$ cat src/rtl/demux_sched_pkg.sv
// rtl/demux_sched_pkg.sv - shared types, constants and digit helper for the demux write scheduler
package demux_sched_pkg;

  localparam int DIGIT_W = 4;

  // Out-of-range select: the demux ignores data while this is driven.
  localparam logic [DIGIT_W-1:0] IDLE_SEL = 4'hF;

  typedef enum logic [1:0] {
    IDLE  = 2'd0,
    SWEEP = 2'd1,
    EDIT  = 2'd2
  } state_t;

  // Digit k of a packed 36-bit BCD word lives at bits [4k+3:4k].
  // Indices past the last digit read as zero.
  function automatic logic [DIGIT_W-1:0] digit_of(input logic [35:0] bcd36,
                                                  input logic [3:0]  idx);
    digit_of = '0;
    for (int k = 0; k < 9; k++) begin
      if (idx == 4'(k)) digit_of = bcd36[k*DIGIT_W +: DIGIT_W];
    end
  endfunction

endpackage

$ cat src/rtl/demux_write_sched_if.sv
// rtl/demux_write_sched_if.sv - requester/demux bundle between the scheduler and its clients
interface demux_write_sched_if;
  import demux_sched_pkg::*;

  logic               refresh_req_i;
  logic [35:0]        time_bcd_i;
  logic               refresh_done_o;
  logic               edit_req_i;
  logic [DIGIT_W-1:0] edit_idx_i;
  logic [DIGIT_W-1:0] edit_val_i;
  logic               edit_ack_o;
  logic               edit_err_o;
  logic [DIGIT_W-1:0] sel_o;
  logic [DIGIT_W-1:0] data_o;
  logic               busy_o;

  // Requester side: raises refresh/edit requests and watches the demux bus.
  modport master (
    output refresh_req_i, time_bcd_i, edit_req_i, edit_idx_i, edit_val_i,
    input  refresh_done_o, edit_ack_o, edit_err_o, sel_o, data_o, busy_o
  );

  // Scheduler side.
  modport slave (
    input  refresh_req_i, time_bcd_i, edit_req_i, edit_idx_i, edit_val_i,
    output refresh_done_o, edit_ack_o, edit_err_o, sel_o, data_o, busy_o
  );

endinterface

$ cat src/rtl/demux_write_sched_hold_timer.sv
// rtl/demux_write_sched_hold_timer.sv - hold counter that flags the last cycle of each sel/data hold
module hold_timer #(
  parameter int HOLD_CYCLES = 11111112
) (
  input  logic clk_i,
  input  logic rst_i,
  input  logic i_run,
  output logic o_done
);

  localparam int CNT_W = (HOLD_CYCLES > 1) ? $clog2(HOLD_CYCLES) : 1;
  localparam logic [CNT_W-1:0] LAST_CNT = CNT_W'(HOLD_CYCLES - 1);

  logic [CNT_W-1:0] r_cnt;
  logic             w_last;

  assign w_last = (r_cnt == LAST_CNT);
  assign o_done = i_run && w_last;

  // Count while a write is on the bus; wrap at the last cycle so consecutive holds chain with no gap.
  always_ff @(posedge clk_i) begin
    if (rst_i || !i_run || w_last) begin
      r_cnt <= '0;
    end else begin
      r_cnt <= r_cnt + 1'b1;
    end
  end

endmodule

$ cat src/rtl/demux_write_sched.sv
// rtl/demux_write_sched.sv - arbitrates refresh sweeps and single-digit edits onto the BCD demux
module demux_write_sched
  import demux_sched_pkg::*;
#(
  parameter int NUM_DIGITS  = 9,
  parameter int HOLD_CYCLES = 11111112
) (
  input  logic                clk_i,
  input  logic                rst_i,
  demux_write_sched_if.slave  bus
);

  localparam logic [3:0] LAST_IDX = 4'(NUM_DIGITS - 1);
  localparam logic [3:0] NUM_IDX  = 4'(NUM_DIGITS);

  state_t             r_state;
  logic [3:0]         r_idx;
  logic [35:0]        r_snap;
  logic [DIGIT_W-1:0] r_eidx;
  logic [DIGIT_W-1:0] r_eval;
  logic               r_ret;
  logic               r_pend;
  logic               r_rej;

  state_t             w_state_nxt;
  logic [3:0]         w_idx_nxt;
  logic [35:0]        w_snap_nxt;
  logic [DIGIT_W-1:0] w_eidx_nxt;
  logic [DIGIT_W-1:0] w_eval_nxt;
  logic               w_ret_nxt;
  logic               w_pend_nxt;
  logic               w_rej_nxt;

  logic               w_run;
  logic               w_hold_done;
  logic               w_edit_ok;

  assign w_run     = (r_state != IDLE);
  assign w_edit_ok = (bus.edit_idx_i < NUM_IDX);

  hold_timer #(
    .HOLD_CYCLES (HOLD_CYCLES)
  ) u_hold (
    .clk_i  (clk_i),
    .rst_i  (rst_i),
    .i_run  (w_run),
    .o_done (w_hold_done)
  );

  // State and context registers; reset abandons any write in flight without ack or done.
  always_ff @(posedge clk_i) begin
    if (rst_i) begin
      r_state <= IDLE;
      r_idx   <= '0;
      r_snap  <= '0;
      r_eidx  <= '0;
      r_eval  <= '0;
      r_ret   <= 1'b0;
      r_pend  <= 1'b0;
      r_rej   <= 1'b0;
    end else begin
      r_state <= w_state_nxt;
      r_idx   <= w_idx_nxt;
      r_snap  <= w_snap_nxt;
      r_eidx  <= w_eidx_nxt;
      r_eval  <= w_eval_nxt;
      r_ret   <= w_ret_nxt;
      r_pend  <= w_pend_nxt;
      r_rej   <= w_rej_nxt;
    end
  end

  // Next-state arbitration and demux/handshake outputs.
  always_comb begin
    w_state_nxt = r_state;
    w_idx_nxt   = r_idx;
    w_snap_nxt  = r_snap;
    w_eidx_nxt  = r_eidx;
    w_eval_nxt  = r_eval;
    w_ret_nxt   = r_ret;
    // A refresh seen while busy is remembered once and served from IDLE.
    w_pend_nxt  = r_pend || ((r_state != IDLE) && bus.refresh_req_i);
    w_rej_nxt   = 1'b0;

    bus.sel_o          = IDLE_SEL;
    bus.data_o         = '0;
    bus.refresh_done_o = 1'b0;
    // An out-of-range edit caught in IDLE is answered one cycle later from r_rej.
    bus.edit_ack_o     = r_rej;
    bus.edit_err_o     = r_rej;
    bus.busy_o         = w_run;

    case (r_state)
      IDLE: begin
        // r_rej masks the request that is being rejected this very cycle.
        if (bus.edit_req_i && !r_rej) begin
          if (w_edit_ok) begin
            w_eidx_nxt  = bus.edit_idx_i;
            w_eval_nxt  = bus.edit_val_i;
            w_ret_nxt   = 1'b0;
            w_state_nxt = EDIT;
          end else begin
            w_rej_nxt = 1'b1;
          end
        end else if (bus.refresh_req_i || r_pend) begin
          w_snap_nxt  = bus.time_bcd_i;
          w_idx_nxt   = '0;
          w_pend_nxt  = 1'b0;
          w_state_nxt = SWEEP;
        end
      end

      SWEEP: begin
        bus.sel_o  = r_idx;
        bus.data_o = digit_of(r_snap, r_idx);
        if (w_hold_done) begin
          // Digit boundary: the only point where an edit may cut in.
          if (bus.edit_req_i && !w_edit_ok) begin
            bus.edit_ack_o = 1'b1;
            bus.edit_err_o = 1'b1;
          end
          if (r_idx == LAST_IDX) begin
            bus.refresh_done_o = 1'b1;
            w_state_nxt        = IDLE;
          end else begin
            w_idx_nxt = r_idx + 4'd1;
            if (bus.edit_req_i && w_edit_ok) begin
              w_eidx_nxt  = bus.edit_idx_i;
              w_eval_nxt  = bus.edit_val_i;
              w_ret_nxt   = 1'b1;
              w_state_nxt = EDIT;
            end
          end
        end
      end

      EDIT: begin
        bus.sel_o  = r_eidx;
        bus.data_o = r_eval;
        if (w_hold_done) begin
          bus.edit_ack_o = 1'b1;
          w_ret_nxt      = 1'b0;
          w_state_nxt    = r_ret ? SWEEP : IDLE;
        end
      end

      default: begin
        w_state_nxt = IDLE;
      end
    endcase
  end

endmodule

$ cat src/flat_wrapper.sv
// flat-port wrapper written by rule: the top's interface ports become plain ports
module demux_write_sched_flat import demux_sched_pkg::*;
#(
  parameter int NUM_DIGITS  = 9,
  parameter int HOLD_CYCLES = 11111112
)
  (clk_i, rst_i, bus_refresh_req_i, bus_time_bcd_i, bus_edit_req_i, bus_edit_idx_i, bus_edit_val_i, bus_refresh_done_o, bus_edit_ack_o, bus_edit_err_o, bus_sel_o, bus_data_o, bus_busy_o);
  demux_write_sched_if bus_i ();
  input  logic clk_i;
  input  logic rst_i;
  input wire logic [$bits(bus_i.refresh_req_i)-1:0] bus_refresh_req_i;
  input wire logic [$bits(bus_i.time_bcd_i)-1:0] bus_time_bcd_i;
  input wire logic [$bits(bus_i.edit_req_i)-1:0] bus_edit_req_i;
  input wire logic [$bits(bus_i.edit_idx_i)-1:0] bus_edit_idx_i;
  input wire logic [$bits(bus_i.edit_val_i)-1:0] bus_edit_val_i;
  output wire logic [$bits(bus_i.refresh_done_o)-1:0] bus_refresh_done_o;
  output wire logic [$bits(bus_i.edit_ack_o)-1:0] bus_edit_ack_o;
  output wire logic [$bits(bus_i.edit_err_o)-1:0] bus_edit_err_o;
  output wire logic [$bits(bus_i.sel_o)-1:0] bus_sel_o;
  output wire logic [$bits(bus_i.data_o)-1:0] bus_data_o;
  output wire logic [$bits(bus_i.busy_o)-1:0] bus_busy_o;
  assign bus_i.refresh_req_i = bus_refresh_req_i;
  assign bus_i.time_bcd_i = bus_time_bcd_i;
  assign bus_i.edit_req_i = bus_edit_req_i;
  assign bus_i.edit_idx_i = bus_edit_idx_i;
  assign bus_i.edit_val_i = bus_edit_val_i;
  assign bus_refresh_done_o = bus_i.refresh_done_o;
  assign bus_edit_ack_o = bus_i.edit_ack_o;
  assign bus_edit_err_o = bus_i.edit_err_o;
  assign bus_sel_o = bus_i.sel_o;
  assign bus_data_o = bus_i.data_o;
  assign bus_busy_o = bus_i.busy_o;
  demux_write_sched #(.NUM_DIGITS(NUM_DIGITS), .HOLD_CYCLES(HOLD_CYCLES)) u_core (.clk_i(clk_i), .rst_i(rst_i), .bus(bus_i));
endmodule
$ cat config.mk
export PLATFORM = sky130hd
export DESIGN_NAME = demux_write_sched_flat
export DESIGN_NICKNAME = d
export VERILOG_FILES = /design/src/rtl/demux_sched_pkg.sv /design/src/rtl/demux_write_sched_if.sv /design/src/rtl/demux_write_sched_hold_timer.sv /design/src/rtl/demux_write_sched.sv /design/src/flat_wrapper.sv
export SDC_FILE = /design/constraint.sdc
export NUM_CORES = 1
export LEC_CHECK = 0
export BUFFER_PORTS_ARGS = -buffer_cell sky130_fd_sc_hd__buf_2
export CORE_UTILIZATION = 55
export CTS_CLUSTER_SIZE = 40
export DETAILED_ROUTE_END_ITERATION = 10
export PLACE_DENSITY = 0.75
export SYNTH_ARGS = -nofsm -noshare
export SYNTH_HDL_FRONTEND = slang
export SYNTH_SLANG_ARGS = --single-unit
$ cat constraint.sdc
create_clock -name clk_i -period 4.1 [get_ports clk_i]
set_clock_uncertainty 0.15 [all_clocks]
set_input_delay 0.41 -clock clk_i [delete_from_list [all_inputs] [get_ports clk_i]]
set_output_delay 0.41 -clock clk_i [all_outputs]
set_load 0.05 [all_outputs]
==> results.cfg <==
[placed_design]
portBuffers = 59
post-dp-hpwl_mm = 6.531
gp_congestion = 0.9319

[final_layout]
n_fill_cell = 599
final_layout_size_suffix_gt1_frac = 0.1630
area_delta_synth_final_pct = 12.78
fin_util = 0.6389
n_antenna_cell = 0
final_nets = 600

[logic_synthesis]
synth_top_family_by_area = simple AND/OR/NAND/NOR gates
synth_top_area_share = 0.4005
synth_xor_area_frac = 0.04551
ys_ff_latch = 77
synth_simple_gate_area_frac = 0.2663
yosysSeqAreaShare = 0.4005
synth.top_cells.by_count = nand2_1 (115), dfxtp_1 (77), a21oi_1 (61)
ys.warnings.count = 0
synthAdderAreaFrac = 0.02926
yosysTopAreaCell = dfxtp_1
synth_cell_types = 55
synth_top_flop_cell = dfxtp_1
syn_avg_cell_area_sq_um = 7.744
netlist_area_sq_um = 3849
synth_edf_count = 0
synthArstFlopShare = 0
synth.area.mux_share = 0.002926
synth_most_common_cell = nand2_1
synth-compound-area-share = 0.2126
syn_inst = 497
syn_nets = 554
synth.area.top_cells = dfxtp_1 (40%), nand2_1 (11%), a21oi_1 (7.9%)

[timing]
fin_crit_ns = 3.161
max_freq_ghz = 0.3163
setup_tns_ns = 0
slew_violations = 0
tightest_slew_ns = 0.9814
whs_ns = 0.1480
period_share = 0.7710
hold_viol = 0
slew_headroom = 0.3458
rsz0062_at_grt = false
setup_viol_count_final = 0

[worst_setup_path]
r2r_slack_ns = 1.48
r2r-end = u_core.r_state[0]
path_cells = or4_1, or3_1, or4_4, nor2_1, buf_2
cp-end-kind = output port
critPathRequiredTime_ns = 3.54
slowest_stage = or4_1
crit_fanout = 7
crit_path_start = u_core.u_hold.r_cnt[10]
worstSetupEndpoint = bus_refresh_done_o
crit_cells = 5
rr_worst_depth = 7
critPathBufInv = 1
r2r-start = u_core.r_idx[0]
critPathTopFamily = simple AND/OR/NAND/NOR gates
worst_path_largest_cell_delay_ns = 0.51
cp-start-kind = flip-flop
cp.arrival_ns = 2.60
criticalPathCategory = flip-flop to output port

[route]
drc = 0
num_vias = 3597
viasPerCell = 5.603
wl_per_cell_um = 14.24
initialDrtViolationCount = 195
firstDrtPassIters = 4
ant_nets = 0
routed_wl_mm = 9.142

[global_route]
track_usage = 0.2577
grt_pass1_vias = 3297
grt_pass1_wl_mm = 15.17
grt_start_max_net_pins = 56
antenna_found_initial = 0
overflow = 0

[clock_network]
insertion_delay_ns = 0.34
htreeDepth = 3
cts_tree = done
clk_pin_slew_ns = 0.08
hold_buffers = 0
postCtsSetupRepairBufs = 0
cts_resized = 0
numCtsBuffers = 9
clockRootBuffer = clkbuf_8
clockBufferDepth = 2
cts.sinks = 77

[die]
die_area_sq_um = 7336
fp.dieW_um = 85.65
coreArea_sq_um = 6794
rows = 30
floorplan.initialDensity = 0.5665
die_y_um = 85.65
io_pins = 60

[min_path]
timing.hold.worst.class = input port to flip-flop

[flow_run]
maxCapViolations = 0

[pwr]
leakage_nw = 1.584
peakVddDrop_mv = 0.2798
power.density_nw_per_um2 = 536.9

[run_status]
status = completed
## worst register-to-register path: stages (launching register included)
cell,delay [ns]
dfxtp_1,0.35
inv_1,0.13
ha_1,0.38
nand3b_1,0.25
and2_1,0.27
a222oi_1,0.54
nand2_1,0.16
o41ai_2,0.29
## routing by layer
metal  share of wire  GRT usage  up-vias
li1                -          -     1812
met1            0.47     0.3368     1667
met2            0.47     0.4262       98
met3           0.043    0.04139       20
met4           0.019     0.1045        0
met5               0          0        -
## cell type report
| cell class | count | area (sq um) | area share |
|---|---|---|---|
| clock buffers | 10 | 137.6 | 0.03171 |
| clock inverters | 4 | 26.28 | 0.006054 |
| flip-flops and latches | 77 | 1541 | 0.3551 |
| inverters | 14 | 52.55 | 0.01211 |
| well taps | 96 | 120.1 | 0.02767 |
| repair buffers | 62 | 317.8 | 0.07322 |
| multi-input cells | 379 | 2145 | 0.4941 |
## sequential cells by signal (all words and copies together) (netlist names)
signal	count
u_core.r_eidx	4
u_core.r_eval	4
u_core.r_idx	4
u_core.r_pend	1
u_core.r_rej	1
u_core.r_ret	1
u_core.r_snap	36
u_core.r_state	2
u_core.u_hold.r_cnt	24
## logic make-up (layout without fill, tap and decap cells)
kind of cell    count (synthesis)  count (layout)
xor+xnor                       20              20
compound gates                128             128
simple gates                  221             221
mux                             1               1
buf+inv                        41              90
flops                          77              77
fa+ha+maj                       9               9
## report_power, final
group / switching (mW) / leakage [nW] / internal (mW)
sequential: 0.0543 / 0.626 / 0.834
combinational: 0.679 / 0.874 / 0.265
clock: 0.269 / 0.0840 / 0.229
## worst min-delay path by stage
stage | start | end | slack, ns | cells past startpoint
floorplan | u_core.u_hold.r_cnt[0] | u_core.u_hold.r_cnt[0] | 0.27 | 1
global placement | u_core.r_snap[2] | u_core.r_snap[2] | 0.29 | 2
detailed placement | u_core.r_snap[17] | u_core.r_snap[17] | 0.30 | 2
CTS | bus_time_bcd_i[9] | u_core.r_snap[9] | 0.14 | 3
global route | bus_time_bcd_i[1] | u_core.r_snap[1] | 0.15 | 3
finish | bus_time_bcd_i[1] | u_core.r_snap[1] | 0.15 | 3
## placed cells by master (no fill, tap or decap), types with 9 or more instances in the layout
master	n
a21oi_1	61
buf_2	59
clkbuf_8	10
dfxtp_1	77
ha_1	9
inv_1	14
nand2_1	115
nand3_1	18
nor2_1	32
nor3_1	9
o21ai_0	26
xnor2_1	12
## metrics by stage
stage / std cells / instance area, sq um / setup WS (ns) / power (mW)
6_report: 642 / 4340 / 0.9389 / 2.330
5_1_grt: 642 / 4340 / 0.7959 / 2.470
4_1_cts: 642 / 4340 / 0.9495 / 2.335
3_5_place_dp: 628 / 4177 / 1.325 / 1.842
3_3_place_gp: 628 / 4177 / 1.338 / 1.826
2_1_floorplan: 497 / 3849 / 1.171 / 1.614
Power figures use the tool's default switching activity.
